**src/rtl/serial_addsub.sv**
```systemverilog
// Digit-serial add/subtract unit: DIGIT bits per clock through one shared adder slice, LSB digit first.
// Optional SERIAL_ADDSUB_SAT_EN: saturate sum[WIDTH-1:0] to the signed limit on overflow.
module serial_addsub #(
  parameter int unsigned WIDTH = 8,
  parameter int unsigned DIGIT = 1
) (
  input  logic             clk,
  input  logic             resetn,
  input  logic             start,
  input  logic             sub,
  input  logic [WIDTH-1:0] A,
  input  logic [WIDTH-1:0] B,
  output logic             busy,
  output logic             done,
  output logic [WIDTH:0]   sum,
  output logic             ovf
);

  localparam int unsigned N  = WIDTH / DIGIT;
  localparam int unsigned CW = (N > 1) ? $clog2(N) : 1;

  if (WIDTH < 2) begin : g_bad_width
    $error("serial_addsub: WIDTH must be at least 2");
  end
  if ((WIDTH % DIGIT) != 0) begin : g_bad_digit
    $error("serial_addsub: DIGIT must divide WIDTH exactly");
  end

  typedef enum logic {IDLE, RUN} state_t;

  state_t           state_q, state_d;
  logic [WIDTH-1:0] a_q, a_d;
  logic [WIDTH-1:0] b_q, b_d;
  logic [WIDTH-1:0] res_q, res_d;
  logic             carry_q, carry_d;
  logic [CW-1:0]    cnt_q, cnt_d;
  logic [WIDTH:0]   sum_q, sum_d;
  logic             ovf_q, ovf_d;
  logic             busy_q, busy_d;
  logic             done_q, done_d;
`ifdef SERIAL_ADDSUB_SAT_EN
  logic             msb_q, msb_d;
`endif

  logic [DIGIT:0]         dsum;
  logic [WIDTH+DIGIT-1:0] res_cat;
  logic [WIDTH-1:0]       res_shift;
  logic                   ovf_now;
  logic [WIDTH-1:0]       final_res;

  // Shared digit slice; overflow is carry-into-MSB xor carry-out, recovered from the top digit bit.
  always_comb begin
    dsum      = {1'b0, a_q[DIGIT-1:0]} + {1'b0, b_q[DIGIT-1:0]} + (DIGIT+1)'(carry_q);
    res_cat   = {dsum[DIGIT-1:0], res_q};
    res_shift = res_cat[WIDTH+DIGIT-1:DIGIT];
    ovf_now   = dsum[DIGIT] ^ (a_q[DIGIT-1] ^ b_q[DIGIT-1] ^ dsum[DIGIT-1]);
`ifdef SERIAL_ADDSUB_SAT_EN
    if (ovf_now) final_res = msb_q ? {1'b1, {(WIDTH-1){1'b0}}} : {1'b0, {(WIDTH-1){1'b1}}};
    else         final_res = res_shift;
`else
    final_res = res_shift;
`endif
  end

  // Next-state and datapath updates
  always_comb begin
    state_d = state_q;
    a_d     = a_q;
    b_d     = b_q;
    res_d   = res_q;
    carry_d = carry_q;
    cnt_d   = cnt_q;
    sum_d   = sum_q;
    ovf_d   = ovf_q;
    busy_d  = busy_q;
    done_d  = 1'b0;
`ifdef SERIAL_ADDSUB_SAT_EN
    msb_d   = msb_q;
`endif
    case (state_q)
      IDLE: begin
        if (start) begin
          state_d = RUN;
          a_d     = A;
          b_d     = sub ? ~B : B;
          carry_d = sub;
          cnt_d   = '0;
          busy_d  = 1'b1;
`ifdef SERIAL_ADDSUB_SAT_EN
          msb_d   = A[WIDTH-1];
`endif
        end
      end
      RUN: begin
        a_d     = a_q >> DIGIT;
        b_d     = b_q >> DIGIT;
        res_d   = res_shift;
        carry_d = dsum[DIGIT];
        cnt_d   = cnt_q + CW'(1);
        if (cnt_q == CW'(N - 1)) begin
          state_d = IDLE;
          busy_d  = 1'b0;
          done_d  = 1'b1;
          cnt_d   = '0;
          sum_d   = {dsum[DIGIT], final_res};
          ovf_d   = ovf_now;
        end
      end
      default: state_d = IDLE;
    endcase
  end

  always_ff @(posedge clk) begin
    if (!resetn) begin
      state_q <= IDLE;
      a_q     <= '0;
      b_q     <= '0;
      res_q   <= '0;
      carry_q <= 1'b0;
      cnt_q   <= '0;
      sum_q   <= '0;
      ovf_q   <= 1'b0;
      busy_q  <= 1'b0;
      done_q  <= 1'b0;
`ifdef SERIAL_ADDSUB_SAT_EN
      msb_q   <= 1'b0;
`endif
    end else begin
      state_q <= state_d;
      a_q     <= a_d;
      b_q     <= b_d;
      res_q   <= res_d;
      carry_q <= carry_d;
      cnt_q   <= cnt_d;
      sum_q   <= sum_d;
      ovf_q   <= ovf_d;
      busy_q  <= busy_d;
      done_q  <= done_d;
`ifdef SERIAL_ADDSUB_SAT_EN
      msb_q   <= msb_d;
`endif
    end
  end

  assign busy = busy_q;
  assign done = done_q;
  assign sum  = sum_q;
  assign ovf  = ovf_q;

endmodule

```
**config.mk**
```make
export PLATFORM = sky130hd
export DESIGN_NAME = serial_addsub
export DESIGN_NICKNAME = d
export VERILOG_FILES = /design/src/rtl/serial_addsub.sv
export SDC_FILE = /design/constraint.sdc
export NUM_CORES = 1
export LEC_CHECK = 0
export CORE_ASPECT_RATIO = 0.5
export CORE_UTILIZATION = 46
export CTS_CLUSTER_DIAMETER = 120
export DETAILED_ROUTE_END_ITERATION = 16
export PLACE_DENSITY = 0.74
export REMOVE_ABC_BUFFERS = 1
export SYNTH_ARGS = -nofsm -noshare
export SYNTH_HDL_FRONTEND = slang
export SYNTH_SLANG_ARGS = --single-unit
export TNS_END_PERCENT = 20
```
**constraint.sdc**
```tcl
create_clock -name clk -period 1.4 [get_ports clk]
set_input_delay 0.21 -clock clk [delete_from_list [all_inputs] [get_ports clk]]
set_output_delay 0.21 -clock clk [all_outputs]
set_load 0.02 [all_outputs]
```
==> results of run 1 <==
[critical path: cells and delay by family (launching register included)]
family / cells / cell delay [ns]
fa+ha+maj: 1 / 0.57
xor+xnor: 2 / 0.27
compound gates: 1 / 0.07
flops: 1 / 0.36
[placed cells by master, fill, tap and decap left out, types with 8 or more instances in the layout]
cell type,netlist,layout
sky130_fd_sc_hd__mux2i_1,24,24
sky130_fd_sc_hd__a21boi_1,8,8
sky130_fd_sc_hd__and2_1,11,10
sky130_fd_sc_hd__nor2b_1,10,10
sky130_fd_sc_hd__clkdlybuf4s50_1,0,19
sky130_fd_sc_hd__o21ai_0,14,14
sky130_fd_sc_hd__nand2_1,26,26
sky130_fd_sc_hd__buf_4,2,8
sky130_fd_sc_hd__dlygate4sd2_1,0,12
sky130_fd_sc_hd__dfxtp_1,40,39
[final cells by class]
class | count | area (sq um)
clock inverter | 1 | 30.03
clock buffer | 7 | 96.34
sequential | 40 | 804.5
inverter | 2 | 7.507
tap | 51 | 63.81
fill | 322 | 1239
multi-input combinational | 135 | 908.4
timing repair buffer | 43 | 435.4
[where the power goes]
part	leakage [uW]	total, uW	internal [uW]	switching (uW)
Combinational	0.000597	322	190	133
Clock	0.0000645	1030	629	399
Sequential	0.000326	1210	1180	27.1
[registers in the layout, summed over array words and instances (netlist names)]
name / flops
a_q: 8
b_q: 8
busy: 1
carry_q: 1
cnt_q: 3
done: 1
ovf: 1
res_q: 7
state_q: 1
sum: 9
[cells in the mapped netlist]
cell type,n,area (sq um)
sky130_fd_sc_hd__o21ai_0,14,70.07
sky130_fd_sc_hd__nor3b_1,3,22.52
sky130_fd_sc_hd__xor2_1,7,61.31
sky130_fd_sc_hd__and3_1,1,6.260
sky130_fd_sc_hd__ha_1,3,37.54
sky130_fd_sc_hd__buf_8,1,15.01
sky130_fd_sc_hd__nand2_1,26,97.59
sky130_fd_sc_hd__a21oi_1,4,20.02
sky130_fd_sc_hd__nand2_2,1,6.260
sky130_fd_sc_hd__fa_1,1,20.02
sky130_fd_sc_hd__a21boi_0,1,7.510
sky130_fd_sc_hd__a211oi_1,1,7.510
sky130_fd_sc_hd__o22ai_1,1,6.260
sky130_fd_sc_hd__o21ai_1,2,10.01
sky130_fd_sc_hd__nor2b_1,10,62.56
sky130_fd_sc_hd__clkbuf_1,3,11.26
sky130_fd_sc_hd__and2_1,11,68.82
sky130_fd_sc_hd__inv_1,2,7.510
sky130_fd_sc_hd__mux2i_1,24,240.2
sky130_fd_sc_hd__nand2b_1,1,6.260
sky130_fd_sc_hd__a21boi_1,8,60.06
sky130_fd_sc_hd__buf_2,5,25.02
sky130_fd_sc_hd__buf_4,2,15.01
sky130_fd_sc_hd__nand3_1,7,35.03
sky130_fd_sc_hd__xnor2_1,4,35.03
sky130_fd_sc_hd__dfxtp_1,40,800.8
sky130_fd_sc_hd__buf_6,3,33.78
sky130_fd_sc_hd__nor2_1,4,15.01
[layer usage]
| metal | up-vias | GRT usage [%] |
|---|---|---|
| met3 | 7 | 4.950 |
| met2 | 31 | 26.97 |
| met4 | 0 | 8.710 |
| met5 | - | 0 |
| met1 | 595 | 18.36 |
| li1 | 707 | - |
[how the worst min path moves through the flow]
stage,start,endpoint,slack (ns),cells past startpoint
CTS,sum[1],sum[1],0.46,2
global route,sum[2],sum[2],0.47,2
finish,sum[1],sum[1],0.45,2
floorplan,start,b_q[7],0.31,1
detailed placement,sum[1],sum[1],0.45,2
global placement,sum[4],sum[4],0.44,2
[stage by stage]
stage / hold slack (ns) / cells
6_report: 0.4505 / 279
5_1_grt: 0.4736 / 279
4_1_cts: 0.4558 / 277
3_5_place_dp: 0.4470 / 269
3_3_place_gp: 0.4412 / 269
2_1_floorplan: 0.3056 / 176
[cell families after synthesis]
| logic type | count (synthesis) | share of synthesized area [%] |
|---|---|---|
| AND/OR/NAND/NOR | 64 | 17.75 |
| flip-flops | 40 | 44.38 |
| AO/OA/AOI/OAI | 31 | 10.06 |
| multiplexers | 24 | 13.31 |
| buffers and inverters | 16 | 5.963 |
| XOR/XNOR | 11 | 5.340 |
| adder cells (fa/ha/maj) | 4 | 3.190 |
[timing repair]
item | CTS | global route
resized for setup | 13 | 4
gates cloned | 0 | 1
pin swaps | 0 | 4
buffers inserted | 0 | 1
setup endpoints to repair | 20 | 10
==> run summary, run 1 <==
Initial core utilization: 50.33%
Seq cells post-synth: 40
Area enclosed by the die boundary: 4192 sq um
Die extent in x: 90.57 um
TritonCTS clock tree: yes
Max-cap check violation count: 0
Max Freq: 0.7284 GHz
Peak supply drop: 0.6417 mV
Synthesis warning total: 0
Overall track demand over capacity in global routing: 15.73%
GRT overflow: 0
Class of the most critical hold timing path: flop to flop
Sum of net half-perimeters after detailed placement: 2013 um
Die H: 46.29 um
Cell with the largest stage delay on the worst path: sky130_fd_sc_hd__fa_1
# IOs: 32
Number of hold violations in the final report: 0
LEAKAGE: 0.0009878 uW
Detailed-routing iteration count for the pre-antenna-repair pass: 6
Critical R2R Capture: ovf
Power Density: 1091 nW/um^2
Critical path launch point: b_q[0]
Crit-path most repeated cell: sky130_fd_sc_hd__xnor2_1
Crit path time final: 1.373 ns
Total via count after detailed routing: 1340
Number of setup violations in the final report: 0
Number of remaining DRC errors: 0
Top metal layer carrying routed signals: met4
Synth Instances: 190
Actual slew at the worst max-slew pin: 0.2906 ns
Worst setup SP type: flop
Number of I/O port buffers: 31
Critical Path End: ovf
Worst slack, placed: -0.05852 ns
CTS Sinks: 40
CP max stage delay: 0.57 ns
Via density: 4.803
Routed met1 length: 1469 um
Clock tree buffer depth: 2
Initial drt markers: 57
Outcome: finished, final reports clean
Fin area: 2346 sq um
N_diodes: 0
Sequential cell area fraction in the yosys report: 44.38%
Utilization after layout: 65.45%
NumNets Final: 251
Cts hold-fix bufs: 0
Initial antenna violation count: 0
Area after DPL: 2211 sq um
Final total power: 2558 uW
Setup total negative slack: 0 ns
Master cell of the clock root buffer: sky130_fd_sc_hd__clkbuf_8
TritonCTS Buffers: 5
Final cycle utilization of the critical path: 98.06%
Worst R2R Path Depth: 4
Max-Slew Margin vs Limit: 80.62%
Total standard cell area after synthesis: 1804 sq um
Met3 wirelength from detailed routing: 137 um
Worst reg2reg startpoint: b_q[0]
Endpoint required time on the critical path: 1.59 ns
Fin. max-slew vios: 0
Endpoint class of the critical path: flop
ANT nets after route: 0
Cell Chain, Critical Path: fa_1, xnor2_1, xnor2_1, a21oi_1
Sum of routed wire length over all layers: 2996 um
Kind of critical path: flop to flop
Yosys cell types: 28
H-tree level count: 2
Fin Clk Skew: 0.006680 ns
Vias in the first global route: 1145
Routability congestion estimate: 0.7143
R2R Setup Slk: 0.03 ns
Core area: 3585 sq um
Worst-Skew Late Latency: 0.30 ns
Routed length per placed instance: 10.74 um
Max Fanout on Critical Path: 3
Number of rows in the core area: 15
Clock-pin slew on the worst setup and hold paths: 0.08 ns
Synthesis-to-layout area growth: 30.03%
Maximum number of pins on one net before global-route repair: 34
Arr. time, crit path: 1.56 ns
Share of layout cells above drive strength 1: 10.96%
Post-synthesis area per instance: 9.496 sq um
PnR worst setup slack: 0.02712 ns
Sum of met2 wire segment lengths after detailed routing: 1332 um
Global-route wire length before repair: 4954 um
RSZ-0062 raised after global routing: yes
(Power assumes the default switching activity.)
==> run 2, diff against run 1 <==
- CELL_PAD_IN_SITES_DETAIL_PLACEMENT: unset -> 0
- CELL_PAD_IN_SITES_GLOBAL_PLACEMENT: unset -> 1
- CORE_UTILIZATION: 46 -> 35
- PLACE_DENSITY: 0.74 -> unset
- PLACE_DENSITY_LB_ADDON: unset -> 0.1
==> run 2 against run 1 <==
Clock power is 31% lower. Clock skew hardly changed. First-iteration DRC count fell by 53%. Critical path depth unchanged. Worst hold slack worse by 0.0015 ns. Sequential power hardly changed. Final area fell by 0.91%. Register-to-register slack got worse by 0.02 ns. Non-clock buffer count grew 2. Fmax shrank 1.3%. Routed wire length rose by 7.4%. Critical endpoint unchanged. Largest power group unchanged.
==> run summary, run 2 (synthesized netlist as in run 1, its figures left out) <==
Maximum number of pins on one net before global-route repair: 32 (was 34)
Via density: 4.386 (was 4.803)
Initial antenna violation count: 0 (unchanged)
Max Freq: 0.7188 GHz (was 0.7284 GHz)
Max-Slew Margin vs Limit: 75.64% (was 80.62%)
Area after DPL: 2245 sq um (was 2211 sq um)
Vias in the first global route: 1125 (was 1145)
Die H: 52.77 um (was 46.29 um)
Most common cell after layout, fill and taps aside: sky130_fd_sc_hd__dfxtp_1 (unchanged)
# IOs: 32 (unchanged)
LEAKAGE: 0.0009859 uW (was 0.0009878 uW)
Utilization after layout: 47.13% (was 65.45%)
Clock tree buffer depth: 2 (unchanged)
Number of setup violations in the final report: 0 (unchanged)
Worst R2R Path Depth: 4 (unchanged)
Global-route wire length before repair: 5423 um (was 4954 um)
Kind of critical path: flop to flop (unchanged)
Worst setup SP type: flop (unchanged)
Crit path time final: 1.391 ns (was 1.373 ns)
Hold Crit Depth: 2 (unchanged)
Max Fanout on Critical Path: 2 (was 3)
Cell-internal power: 1711 uW (was 2000 uW)
TritonCTS Buffers: 5 (unchanged)
NumNets Final: 252 (was 251)
Fin. max-slew vios: 0 (unchanged)
GRT overflow: 0 (unchanged)
TritonCTS clock tree: yes (unchanged)
Routed length per placed instance: 10.80 um (was 10.74 um)
Core area: 4932 sq um (was 3585 sq um)
Multi-input gate area in the final layout: 910.9 sq um (was 908.4 sq um)
Peak supply drop: 0.3800 mV (was 0.6417 mV)
Number of hold violations in the final report: 0 (unchanged)
Share of power burned in registers: 53.8% (was 47.2%)
Max reg flops: 9 (unchanged)
Clk pwr share: 31.7% (was 40.2%)
Die extent in x: 103.5 um (was 90.57 um)
Switching pwr: 539.4 uW (was 558.7 uW)
Final Hold Slack: 0.4490 ns (was 0.4505 ns)
Share of layout cells above drive strength 1: 10.96% (unchanged)
R2R Setup Slk: 0.009 ns (was 0.03 ns)
Fin area: 2325 sq um (was 2346 sq um)
Area enclosed by the die boundary: 5464 sq um (was 4192 sq um)
Sum of net half-perimeters after detailed placement: 2242 um (was 2013 um)
Final cycle utilization of the critical path: 99.38% (was 98.06%)
Detailed-routing iteration count for the pre-antenna-repair pass: 4 (was 6)
Sum of routed wire length over all layers: 3218 um (was 2996 um)
H-tree level count: 2 (unchanged)
Worst-Skew Late Latency: 0.28 ns (was 0.30 ns)
Endpoint class of the critical path: flop (unchanged)
Fin Clk Skew: 0.006952 ns (was 0.006680 ns)
ANT nets after route: 0 (unchanged)
Clock-pin slew on the worst setup and hold paths: 0.08 ns (about the same)
Routability congestion estimate: 0.6418 (was 0.7143)
Footprint of the flip-flops and latches: 803.3 sq um (was 804.5 sq um)
Initial core utilization: 36.58% (was 50.33%)
Arr. time, crit path: 1.57 ns (was 1.56 ns)
Worst slack, placed: -0.06534 ns (was -0.05852 ns)
Power Density: 968.2 nW/um^2 (was 1091 nW/um^2)
PnR worst setup slack: 0.008699 ns (was 0.02712 ns)
Logic gate share of total power: 14.6% (was 12.6%)
Total via count after detailed routing: 1307 (was 1340)
Top library cells by usage in the layout, fill and taps aside: sky130_fd_sc_hd__dfxtp_1 (38), sky130_fd_sc_hd__nand2_1 (26), sky130_fd_sc_hd__mux2i_1 (24) (was sky130_fd_sc_hd__dfxtp_1 (39), sky130_fd_sc_hd__nand2_1 (26), sky130_fd_sc_hd__mux2i_1 (24))
RSZ-0062 raised after global routing: yes (unchanged)
Class of the most critical hold timing path: flop to flop (unchanged)
Master cell of the clock root buffer: sky130_fd_sc_hd__clkbuf_8 (unchanged)
N_diodes: 0 (unchanged)
CTS Sinks: 40 (unchanged)
Max-cap check violation count: 0 (unchanged)
Net Sw Frac: 23.97% (was 21.84%)
Cts hold-fix bufs: 0 (unchanged)
Actual slew at the worst max-slew pin: 0.3654 ns (was 0.2906 ns)
Filler Cell Count: 508 (was 322)
Number of rows in the core area: 18 (was 15)
Initial drt markers: 27 (was 57)
Outcome: finished, final reports clean (unchanged)
Synthesis-to-layout area growth: 28.85% (was 30.03%)
Overall track demand over capacity in global routing: 13.17% (was 15.73%)
Number of remaining DRC errors: 0 (unchanged)
Number of I/O port buffers: 31 (unchanged)
Endpoint required time on the critical path: 1.58 ns (was 1.59 ns)
run 2: cell count changes in the layout (fill, tap and decap cells not counted), sizes merged:
cell	previous run	this run
clkinv	0	1
buf	12	14
clkbuf	7	6
bufinv	1	0
and2	12	11
run 2: cell type report:
cell class	instances	area share, %
inverter	2	0.3229
clock inverter	1	0.2153
tap	70	3.767
multi-input combinational	134	39.18
sequential	40	34.55
clock buffer	6	3.122
timing repair buffer	45	18.84
run 2: what timing repair did:
item | 4_1_cts | 5_1_grt
pin swaps | 2 | 3
endpoints found under the hold margin | 0 | 0
endpoints found under the setup margin | 17 | 10
buffers inserted | 0 | 1
gates resized for setup | 14 | 5
gates cloned | 0 | 0
run 2: power by group through the flow:
stage,clock (uW),sequential [uW],combinational [uW]
after floorplan,0,1250,139
after CTS,748,1210,324
after global routing,805,1220,359
after detailed placement,0,1240,325
final,713,1210,328
after global placement,0,1230,321
run 2: worst paths after layout:
kind	startpoint	end
hold / removal	sum[2]	sum[2]
hold reg to reg	sum[2]	sum[2]
setup / recovery	a_q[0]	ovf
setup reg to reg	a_q[0]	ovf
run 2: routing by layer:
layer  share of wire, %  global-route usage, %  vias to the layer above
met2                 42                  19.24                       20
li1                   -                      -                      705
met5                  0                      0                        -
met1                 53                  17.81                      577
met3                3.6                  4.472                        5
met4                1.1                  5.072                        0
run 2: through the flow:
| stage | setup TNS [ns] | instances | power (uW) |
|---|---|---|---|
| floorplan | -5.038 | 176 | 1387 |
| global placement | -0.4068 | 291 | 1555 |
| detailed placement | -0.7750 | 291 | 1560 |
| CTS | -0.002896 | 298 | 2281 |
| global route | -0.05629 | 298 | 2380 |
| finish | 0 | 298 | 2251 |
run 2: critical path, stage by stage, from the launching register on:
cell and delay, ns:
sky130_fd_sc_hd__dfxtp_2 0.34, sky130_fd_sc_hd__fa_1 0.60, sky130_fd_sc_hd__xnor2_2 0.13, sky130_fd_sc_hd__xnor2_1 0.14, sky130_fd_sc_hd__a21oi_1 0.08
